**src/rtl/lsu_pkg.sv**
```systemverilog
// rtl/lsu_pkg.sv - shared funct3 codes, FSM state and lane-offset types for the LSU
package lsu_pkg;

    localparam logic [2:0] F3_LB  = 3'b000;
    localparam logic [2:0] F3_LH  = 3'b001;
    localparam logic [2:0] F3_LW  = 3'b010;
    localparam logic [2:0] F3_LBU = 3'b100;
    localparam logic [2:0] F3_LHU = 3'b101;
    localparam logic [2:0] F3_SB  = 3'b000;
    localparam logic [2:0] F3_SH  = 3'b001;
    localparam logic [2:0] F3_SW  = 3'b010;

    typedef enum logic [1:0] {
        S_IDLE,
        S_ACCESS,
        S_RESP
    } lsu_state_t;

    typedef logic [1:0] lane_off_t;

    // Stores only define SB/SH/SW; loads additionally define the unsigned variants.
    function automatic logic f3_valid(input logic we, input logic [2:0] f3);
        if (we) begin
            return (f3 == F3_SB) || (f3 == F3_SH) || (f3 == F3_SW);
        end
        return (f3 == F3_LB) || (f3 == F3_LH) || (f3 == F3_LW) ||
               (f3 == F3_LBU) || (f3 == F3_LHU);
    endfunction

endpackage

```
**src/rtl/lsu_align.sv**
```systemverilog
// rtl/lsu_align.sv - combinational load lane extract/extend and store lane merge
import lsu_pkg::*;

module lsu_align (
    input  logic [2:0]  funct3_i,
    input  lane_off_t   off_i,
    input  logic [31:0] rdata_i,
    input  logic [31:0] wdata_i,
    output logic [31:0] load_o,
    output logic [31:0] store_o
);

    logic [7:0]  byte_l;
    logic [15:0] half_l;

    always_comb begin
        byte_l = rdata_i[{off_i, 3'b000} +: 8];
        half_l = rdata_i[{off_i[1], 4'b0000} +: 16];
        case (funct3_i)
            F3_LB:   load_o = {{24{byte_l[7]}}, byte_l};
            F3_LH:   load_o = {{16{half_l[15]}}, half_l};
            F3_LW:   load_o = rdata_i;
            F3_LBU:  load_o = {24'h0, byte_l};
            F3_LHU:  load_o = {16'h0, half_l};
            default: load_o = 32'h0;
        endcase
    end

    // Sub-word stores read-modify-write the word currently on rdata_i.
    always_comb begin
        store_o = rdata_i;
        case (funct3_i)
            F3_SB:   store_o[{off_i, 3'b000} +: 8]     = wdata_i[7:0];
            F3_SH:   store_o[{off_i[1], 4'b0000} +: 16] = wdata_i[15:0];
            default: store_o = wdata_i;
        endcase
    end

endmodule

```
**src/rtl/lsu_mem_access.sv**
```systemverilog
// rtl/lsu_mem_access.sv - 3-cycle load/store unit; LSU_MISALIGN_TRAP_EN traps misaligned accesses
import lsu_pkg::*;

module lsu_mem_access #(
    parameter int ADDR_W = 10
) (
    input  logic              clk,
    input  logic              rst,
    input  logic              req_valid,
    output logic              req_ready,
    input  logic              req_we,
    input  logic [2:0]        req_funct3,
    input  logic [31:0]       req_addr,
    input  logic [31:0]       req_wdata,
    output logic              rsp_valid,
    output logic [31:0]       rsp_rdata,
    output logic              rsp_err,
    output logic [ADDR_W-1:0] mem_addr,
    output logic              mem_we,
    output logic [31:0]       mem_din,
    input  logic [31:0]       mem_dout
);

    lsu_state_t        state_q;
    logic              we_q;
    logic [2:0]        funct3_q;
    logic [ADDR_W+1:0] addr_q;
    logic [31:0]       wdata_q;
    logic [31:0]       rdata_q, rdata_d;
    logic              err_q, err_d;
    logic              rsp_valid_q;

    logic              fault;
    lane_off_t         off_eff;
    logic [31:0]       load_data;
    logic [31:0]       store_data;
    logic              unused_addr_bits;

    assign unused_addr_bits = ^req_addr[31:ADDR_W+2];

    always_comb begin
        off_eff = addr_q[1:0];
`ifdef LSU_MISALIGN_TRAP_EN
        fault = !f3_valid(we_q, funct3_q) ||
                ((funct3_q[1:0] == 2'b01) && addr_q[0]) ||
                ((funct3_q[1:0] == 2'b10) && (addr_q[1:0] != 2'b00));
`else
        fault = !f3_valid(we_q, funct3_q);
        if (funct3_q[1:0] == 2'b01) begin
            off_eff[0] = 1'b0;
        end else if (funct3_q[1:0] == 2'b10) begin
            off_eff = 2'b00;
        end
`endif
        err_d   = fault;
        rdata_d = (we_q || fault) ? 32'h0 : load_data;
    end

    lsu_align u_align (
        .funct3_i (funct3_q),
        .off_i    (off_eff),
        .rdata_i  (mem_dout),
        .wdata_i  (wdata_q),
        .load_o   (load_data),
        .store_o  (store_data)
    );

    // rst gates the write combinationally so a reset landing in ACCESS never commits.
    assign mem_we    = (state_q == S_ACCESS) && we_q && !fault && !rst;
    assign mem_din   = mem_we ? store_data : 32'h0;
    assign mem_addr  = addr_q[ADDR_W+1:2];
    assign req_ready = (state_q == S_IDLE);
    assign rsp_valid = rsp_valid_q;
    assign rsp_rdata = rdata_q;
    assign rsp_err   = err_q;

    always_ff @(posedge clk) begin
        if (rst) begin
            state_q     <= S_IDLE;
            we_q        <= 1'b0;
            funct3_q    <= 3'b000;
            addr_q      <= '0;
            wdata_q     <= 32'h0;
            rdata_q     <= 32'h0;
            err_q       <= 1'b0;
            rsp_valid_q <= 1'b0;
        end else begin
            case (state_q)
                S_IDLE: begin
                    if (req_valid) begin
                        we_q     <= req_we;
                        funct3_q <= req_funct3;
                        addr_q   <= req_addr[ADDR_W+1:0];
                        wdata_q  <= req_wdata;
                        state_q  <= S_ACCESS;
                    end
                end
                S_ACCESS: begin
                    rdata_q     <= rdata_d;
                    err_q       <= err_d;
                    rsp_valid_q <= 1'b1;
                    state_q     <= S_RESP;
                end
                S_RESP: begin
                    rdata_q     <= 32'h0;
                    err_q       <= 1'b0;
                    rsp_valid_q <= 1'b0;
                    state_q     <= S_IDLE;
                end
                default: state_q <= S_IDLE;
            endcase
        end
    end

endmodule
```
**config.mk**
```make
export PLATFORM = sky130hd
export DESIGN_NAME = lsu_mem_access
export DESIGN_NICKNAME = d
export VERILOG_FILES = /design/src/rtl/lsu_pkg.sv /design/src/rtl/lsu_align.sv /design/src/rtl/lsu_mem_access.sv
export SDC_FILE = /design/constraint.sdc
export NUM_CORES = 1
export LEC_CHECK = 0
export CAP_MARGIN = 20
export CORE_UTILIZATION = 45
export CTS_CLUSTER_DIAMETER = 100
export DETAILED_ROUTE_END_ITERATION = 10
export GPL_TIMING_DRIVEN = 0
export PLACE_DENSITY = 0.85
export SYNTH_ARGS = -nofsm -noshare
export SYNTH_HDL_FRONTEND = slang
export SYNTH_SLANG_ARGS = --single-unit
export TNS_END_PERCENT = 5
```
**constraint.sdc**
```tcl
create_clock -name clk -period 8.1 [get_ports clk]
set_input_delay 1.215 -clock clk [delete_from_list [all_inputs] [get_ports clk]]
set_output_delay 1.215 -clock clk [all_outputs]
set_load 0.03 [all_outputs]
```
; ---- Yosys cells after proc, flatten, opt, wreduce, memory -nomap -nowiden
; Cells that the tools add are included.
[word_totals]
register_bits = 84
latchBits = 0
mem_bits_rw = 0
romBits = 0
in_bits = 103
output_inout_bits = 78
elab_cells = 56
n_memories = 0
[classes]
add_sub_neg = 2
n_mul = 0
div = 0
n_lt_le_gt_ge = 0
eq_ne = 9
shift = 6
n_mux = 17
bitwise = 0
reduce_logical = 14
[op_table]
columns = op, count
row1 = 32-bit case mux with 5 select lines, 1
row2 = 32-bit case mux with 2 select lines, 2
row3 = 32-bit bitwise mux, 2
row4 = 32-bit 2-to-1 mux, 2
row5 = "16-bit by 7-bit variable shift with 32-bit output, first input constant", 1
row6 = "8-bit by 7-bit variable shift with 32-bit output, first input constant", 1
row7 = 16-bit by 7-bit variable part select with 32-bit output, 1
row8 = 32-bit by 6-bit variable part select with 16-bit output, 1
row9 = 32-bit by 6-bit variable part select with 8-bit output, 1
row10 = 8-bit by 7-bit variable part select with 32-bit output, 1
row11 = 5-bit negator with 7-bit output, 2
row12 = "3-bit == test, second input constant", 2
row13 = 1-bit logical OR, 5
row14 = 1-bit 2-to-1 mux, 5
row15 = "2-bit by 1-bit == test with 1-bit output, second input constant", 2
row16 = "2-bit == test, second input constant", 2
row17 = 2-bit 2-to-1 mux, 2
row18 = 1-bit case mux with 2 select lines, 2
row19 = 2-bit case mux with 2 select lines, 1
row20 = "3-bit by 1-bit == test with 1-bit output, second input constant", 1
row21 = "3-bit by 2-bit == test with 1-bit output, second input constant", 1
row22 = 1-bit logical AND, 3
row23 = 3-bit zero test, 1
row24 = 1-bit zero test, 2
row25 = 4 further kinds, 4

; ---- Depth between registers and ports, before layout
[depth]
ltp_word = 10
ltp_mapped = 10
mapped_depth_nobuf = 8

; ---- Hierarchy
; A second synthesis with hierarchy kept.
[hier_totals]
cells_unflattened = 713
area_unflattened_um2 = 5550.3
[by_module_without_submodules]
columns = mod, n_inst, cells_each, area_per_inst_um2, seq_area_each_um2
row1 = lsu_mem_access, 1, 426, 3524.6, 1681.6
row2 = lsu_align, 1, 287, 2025.7, 0.0

; ---- Least setup slack after synthesis
; OpenSTA, ideal clock, no wires.
[synth_timing]
kind = register to output
from = reg addr_q[0]
to = out mem_din[16]
t_arrival_ps = 2948
required_ps = 6885
path_slack_ps = 3937
path_stages_with_launch = 10
n_path_buf = 3
path_cell_list = dfxtp_1 clkbuf_1 clkbuf_1 nand2_1 ha_1 or3b_1 buf_2 a211oi_1 o21ai_0 a211oi_1
[synth_between]
elab_chain_len = 7
elab_cells_between_ends = 8
classes_between = 1 x add/sub / 2 x shift / 5 x mux
[synth_rtl]
columns = item, line
row1 = start: declaration, lsu_mem_access.sv:27  ; logic [ADDR_W+1:0] addr_q;
row2 = start signal: assignment, lsu_mem_access.sv:93  ; addr_q <= req_addr[ADDR_W+1:0];
row3 = 2-bit 2-to-1 mux *, lsu_mem_access.sv:51  ; end else if (funct3_q[1:0] == 2'b10) begin
row4 = 1-bit 2-to-1 mux *, lsu_mem_access.sv:49  ; if (funct3_q[1:0] == 2'b01) begin
row5 = 5-bit negator with 7-bit output *, lsu_align.sv:33  ; F3_SB: store_o[{off_i, 3'b000} +: 8] = wdata_i[7:0];
row6 = 8-bit by 7-bit variable part select with 32-bit output or 8-bit by 7-bit variable shift with 32-bit output (tied branches), lsu_align.sv:33
row7 = 32-bit bitwise mux *, lsu_align.sv:33
row8 = 32-bit case mux with 2 select lines *, lsu_align.sv:32  ; case (funct3_i)
row9 = 32-bit 2-to-1 mux *, lsu_mem_access.sv:70  ; assign mem_din = mem_we ? store_data : 32'h0;
row10 = end: declaration, lsu_mem_access.sv:20  ; output logic [31:0] mem_din,
; Every way passes the cells marked *; elsewhere a longest branch is shown, timed or not.

; ---- Worst setup path after layout
; Ends and elaborated chain as after synthesis.

==> flow_metrics.py <==
metrics = {
    "power_and_ir_drop": {
        "p_int_mw": 0.8120,
        "switching_share_pct": 33.60,
        "seqPwrFrac_pct": 38.7,
        "power.density_nw_per_um2": 175.6,
        "power.switching_mw": 0.4109,
        "ir_drop_uv": 101.3,
        "p_leak_nw": 2.574,
        "clock_power_share_pct": 30.3,
        "combinationalPowerShare_pct": 31.0,
        "power_mw": 1.223,
    },
    "worst_setup_path": {
        "cp-startpoint": "addr_q[0]",
        "cp.arrival_ns": 4.19,
        "critical_path.max_fanout": 10,
        "crit_type": "register to output pin",
        "crit_path_end_kind": "output pin",
        "cp-start-kind": "register",
        "cp_data_required_time_ns": 6.88,
        "rr_startpoint": "state_q[0]",
    },
    "grt": {
        "first_global_vias": 5442,
        "grt_pass1_wl_um": 28360,
        "top_usage_layer": "met2",
        "use_met3_pct": 5.714,
        "grt_util_all_layers_pct": 32.30,
        "use_met1_pct": 39.78,
        "grt_max_degree": 15,
        "grt_use_met2_pct": 55.76,
        "grt_overflow": 0,
        "antenna_found_initial": 0,
    },
    "routing": {
        "drc": 0,
        "wirelength_um": 18240,
        "viasPerCell": 5.865,
        "antenna_left": 0,
        "num_vias": 5454,
        "drtPass1Iterations": 7,
        "wl_per_cell_um": 19.61,
        "drtIter0Drc": 498,
    },
    "yosys": {
        "ys_seq_area_share_pct": 33.95,
        "avgSynthCellArea_um2": 8.015,
        "yosys_warnings": 0,
        "ys.flop_type": "dfxtp_1",
        "synth.distinct_cells": 52,
        "synth-seq-cells": 84,
        "synth_edf_count": 0,
        "async_flop_share_pct": 0,
        "syn_nets": 727,
        "syn-instance-count": 618,
        "syn_area_um2": 4954,
    },
    "outcome": {
        "status": "complete, no violations",
    },
    "timing": {
        "fmax_mhz": 184.9,
        "period_share_pct": 66.75,
        "period_needed_ns": 5.407,
        "fin_setup_tns_ns": 0,
        "skew_ns": 0.01173,
        "whs_ns": 0.4610,
        "setup_ws_ns": 2.693,
        "hold_viol": 0,
        "slew-limit-headroom_pct": 41.83,
        "final-setup-viol-count": 0,
        "rsz0062_at_grt": "no",
        "tightest_slew_ns": 0.8651,
        "drv_slew": 0,
    },
    "placed_design": {
        "gp_congestion": 0.9252,
        "port_buffers": 160,
        "place_hpwl_um": 14060,
        "pre_cts_slack_ns": 3.170,
    },
    "cts": {
        "clockBufferDepth": 2,
        "cts.sinks": 84,
        "cts_hold_buf": 0,
        "cts_tree": "yes",
        "post_cts_buffers": 0,
        "cts-resized-gates": 0,
        "htreeDepth": 3,
        "clk_latency_ns": 0.38,
        "numCtsBuffers": 9,
        "ctsRootBufferMaster": "clkbuf_8",
        "clk_pin_slew_worst_paths_ns": 0.09,
    },
    "floorplanning": {
        "die-width_um": 106.9,
        "pin_count": 181,
        "core_um2": 10510,
        "row_count": 37,
        "initial_core_util_pct": 47.14,
        "die_height_um": 106.9,
        "die_area_um2": 11430,
    },
    "finish": {
        "nets": 898,
        "synthToLayoutAreaGrowth_pct": 40.62,
        "drive_above_1_share_pct": 11.08,
        "diodes": 0,
        "fin_util_pct": 66.28,
        "fill_cells": 922,
    },
    "worst_hold_path": {
        "hp-start": "addr_q[4]",
        "hold_class": "register to register",
    },
    "flow_run": {
        "maxCapViolCount": 0,
    },
}
worst max-delay path, stage by stage, from the launching register on:
cell	delay, ns
dfxtp_1	0.40
clkbuf_1	0.39
clkbuf_1	0.42
nand2_1	0.17
ha_1	0.40
or3b_1	0.40
buf_2	0.18
a211oi_1	0.20
o21ai_0	0.12
a211oi_1	0.39
clkdlybuf4s50_1	0.74
layout by cell type, fill, tap and decap left out, types with 2 or more instances in the layout:
cell type and count:
clkdlybuf4s50_1 160, nand2_1 108, dfxtp_1 84, a21oi_1 78, a211oi_1 37, nor2_1 33, o21ai_0 24, clkbuf_1 22
nor2b_1 18, mux2_2 18, buf_2 16, a221oi_1 16, buf_4 15, inv_1 14, a222oi_1 13, o21ai_2 11
a21o_1 10, mux2i_1 10, o21bai_1 9, clkbuf_8 9, o211ai_1 7, buf_1 7, a22o_1 7, a32oi_1 7
ha_1 6, nand2b_1 5, buf_6 4, and2_1 3, and3_1 3, or3_1 3, or3b_1 3, and2b_1 3
bufinv_16 3, o21a_1 2, o22ai_1 2, nor3_2 2, clkinv_4 2
metal layers:
metal	part of all wire, %	routed length [um]	vias to the layer above
met3	8.5	1546	37
li1	-	-	2574
met2	49	8845	282
met5	0	0	-
met1	41	7413	2561
met4	2.4	430	0
cell families (layout without fill, tap and decap cells):
| group | after synthesis | in the layout | synth area share, % |
|---|---|---|---|
| AO/OA/AOI/OAI | 229 | 229 | 31.90 |
| AND/OR/NAND/NOR | 193 | 193 | 18.36 |
| flip-flops | 84 | 84 | 33.95 |
| buffers and inverters | 77 | 253 | 7.982 |
| multiplexers | 28 | 28 | 6.113 |
| adder cells (fa/ha/maj) | 6 | 6 | 1.515 |
| XOR/XNOR | 1 | 1 | 0.1768 |
area by class of cell:
cell class	instances	area, um^2	area share (%)
buffer	63	342.8	4.922
tap	136	170.2	2.443
timing repair buffer	160	1602	22.99
clock buffer	10	127.6	1.832
sequential	84	1682	24.14
inverter	14	52.55	0.7544
multi-input combinational	457	2877	41.30
clock inverter	6	112.6	1.617
sequential cells by signal, summed over array words and instances, names as in the netlist:
name,flops
rsp_rdata,32
wdata_q,32
addr_q,12
funct3_q,3
state_q,2
rsp_err,1
rsp_valid,1
we_q,1
path summary, 6_finish.rpt:
| kind | to | cells after the start | slack (ns) |
|---|---|---|---|
| min reg2reg | addr_q[4] | 2 | 0.46 |
| max reg2reg | rsp_rdata[26] | 8 | 5.80 |
| min | addr_q[4] | 2 | 0.46 |
| max | mem_din[16] | 10 | 2.69 |
stage by stage:
| step | cell area, um^2 | cells |
|---|---|---|
| detailed placement | 6725 | 914 |
| global route | 6965 | 930 |
| global placement | 6725 | 914 |
| finish | 6965 | 930 |
| CTS | 6965 | 930 |
| floorplan | 4954 | 618 |
power by group through the flow:
stage / Combinational, mW / Sequential (mW) / Clock (mW)
after global placement: 0.366 / 0.480 / 0
after CTS: 0.375 / 0.473 / 0.372
final: 0.379 / 0.474 / 0.370
after global routing: 0.408 / 0.477 / 0.389
after floorplan: 0.197 / 0.506 / 0
after detailed placement: 0.373 / 0.483 / 0
cell usage after synthesis (all sizes together), types with 4 or more instances:
cell    number  share of area [%]
a211oi      38                6.0
a21o        10                1.5
a21oi       78                7.9
a221oi      16                2.8
a222oi      13                2.6
a22o         7                1.2
a32oi        7                1.2
buf         42                5.3
clkbuf      21                1.6
dfxtp       84                 34
ha           6                1.5
inv         14                1.1
mux2        18                4.1
mux2i       10                2.0
nand2      108                8.2
nand2b       5               0.63
nor2        34                2.6
nor2b       18                2.3
o211ai       7                1.1
o21ai       36                4.5
o21bai       9                1.4
or3          4               0.61
(Power assumes the default switching activity.)
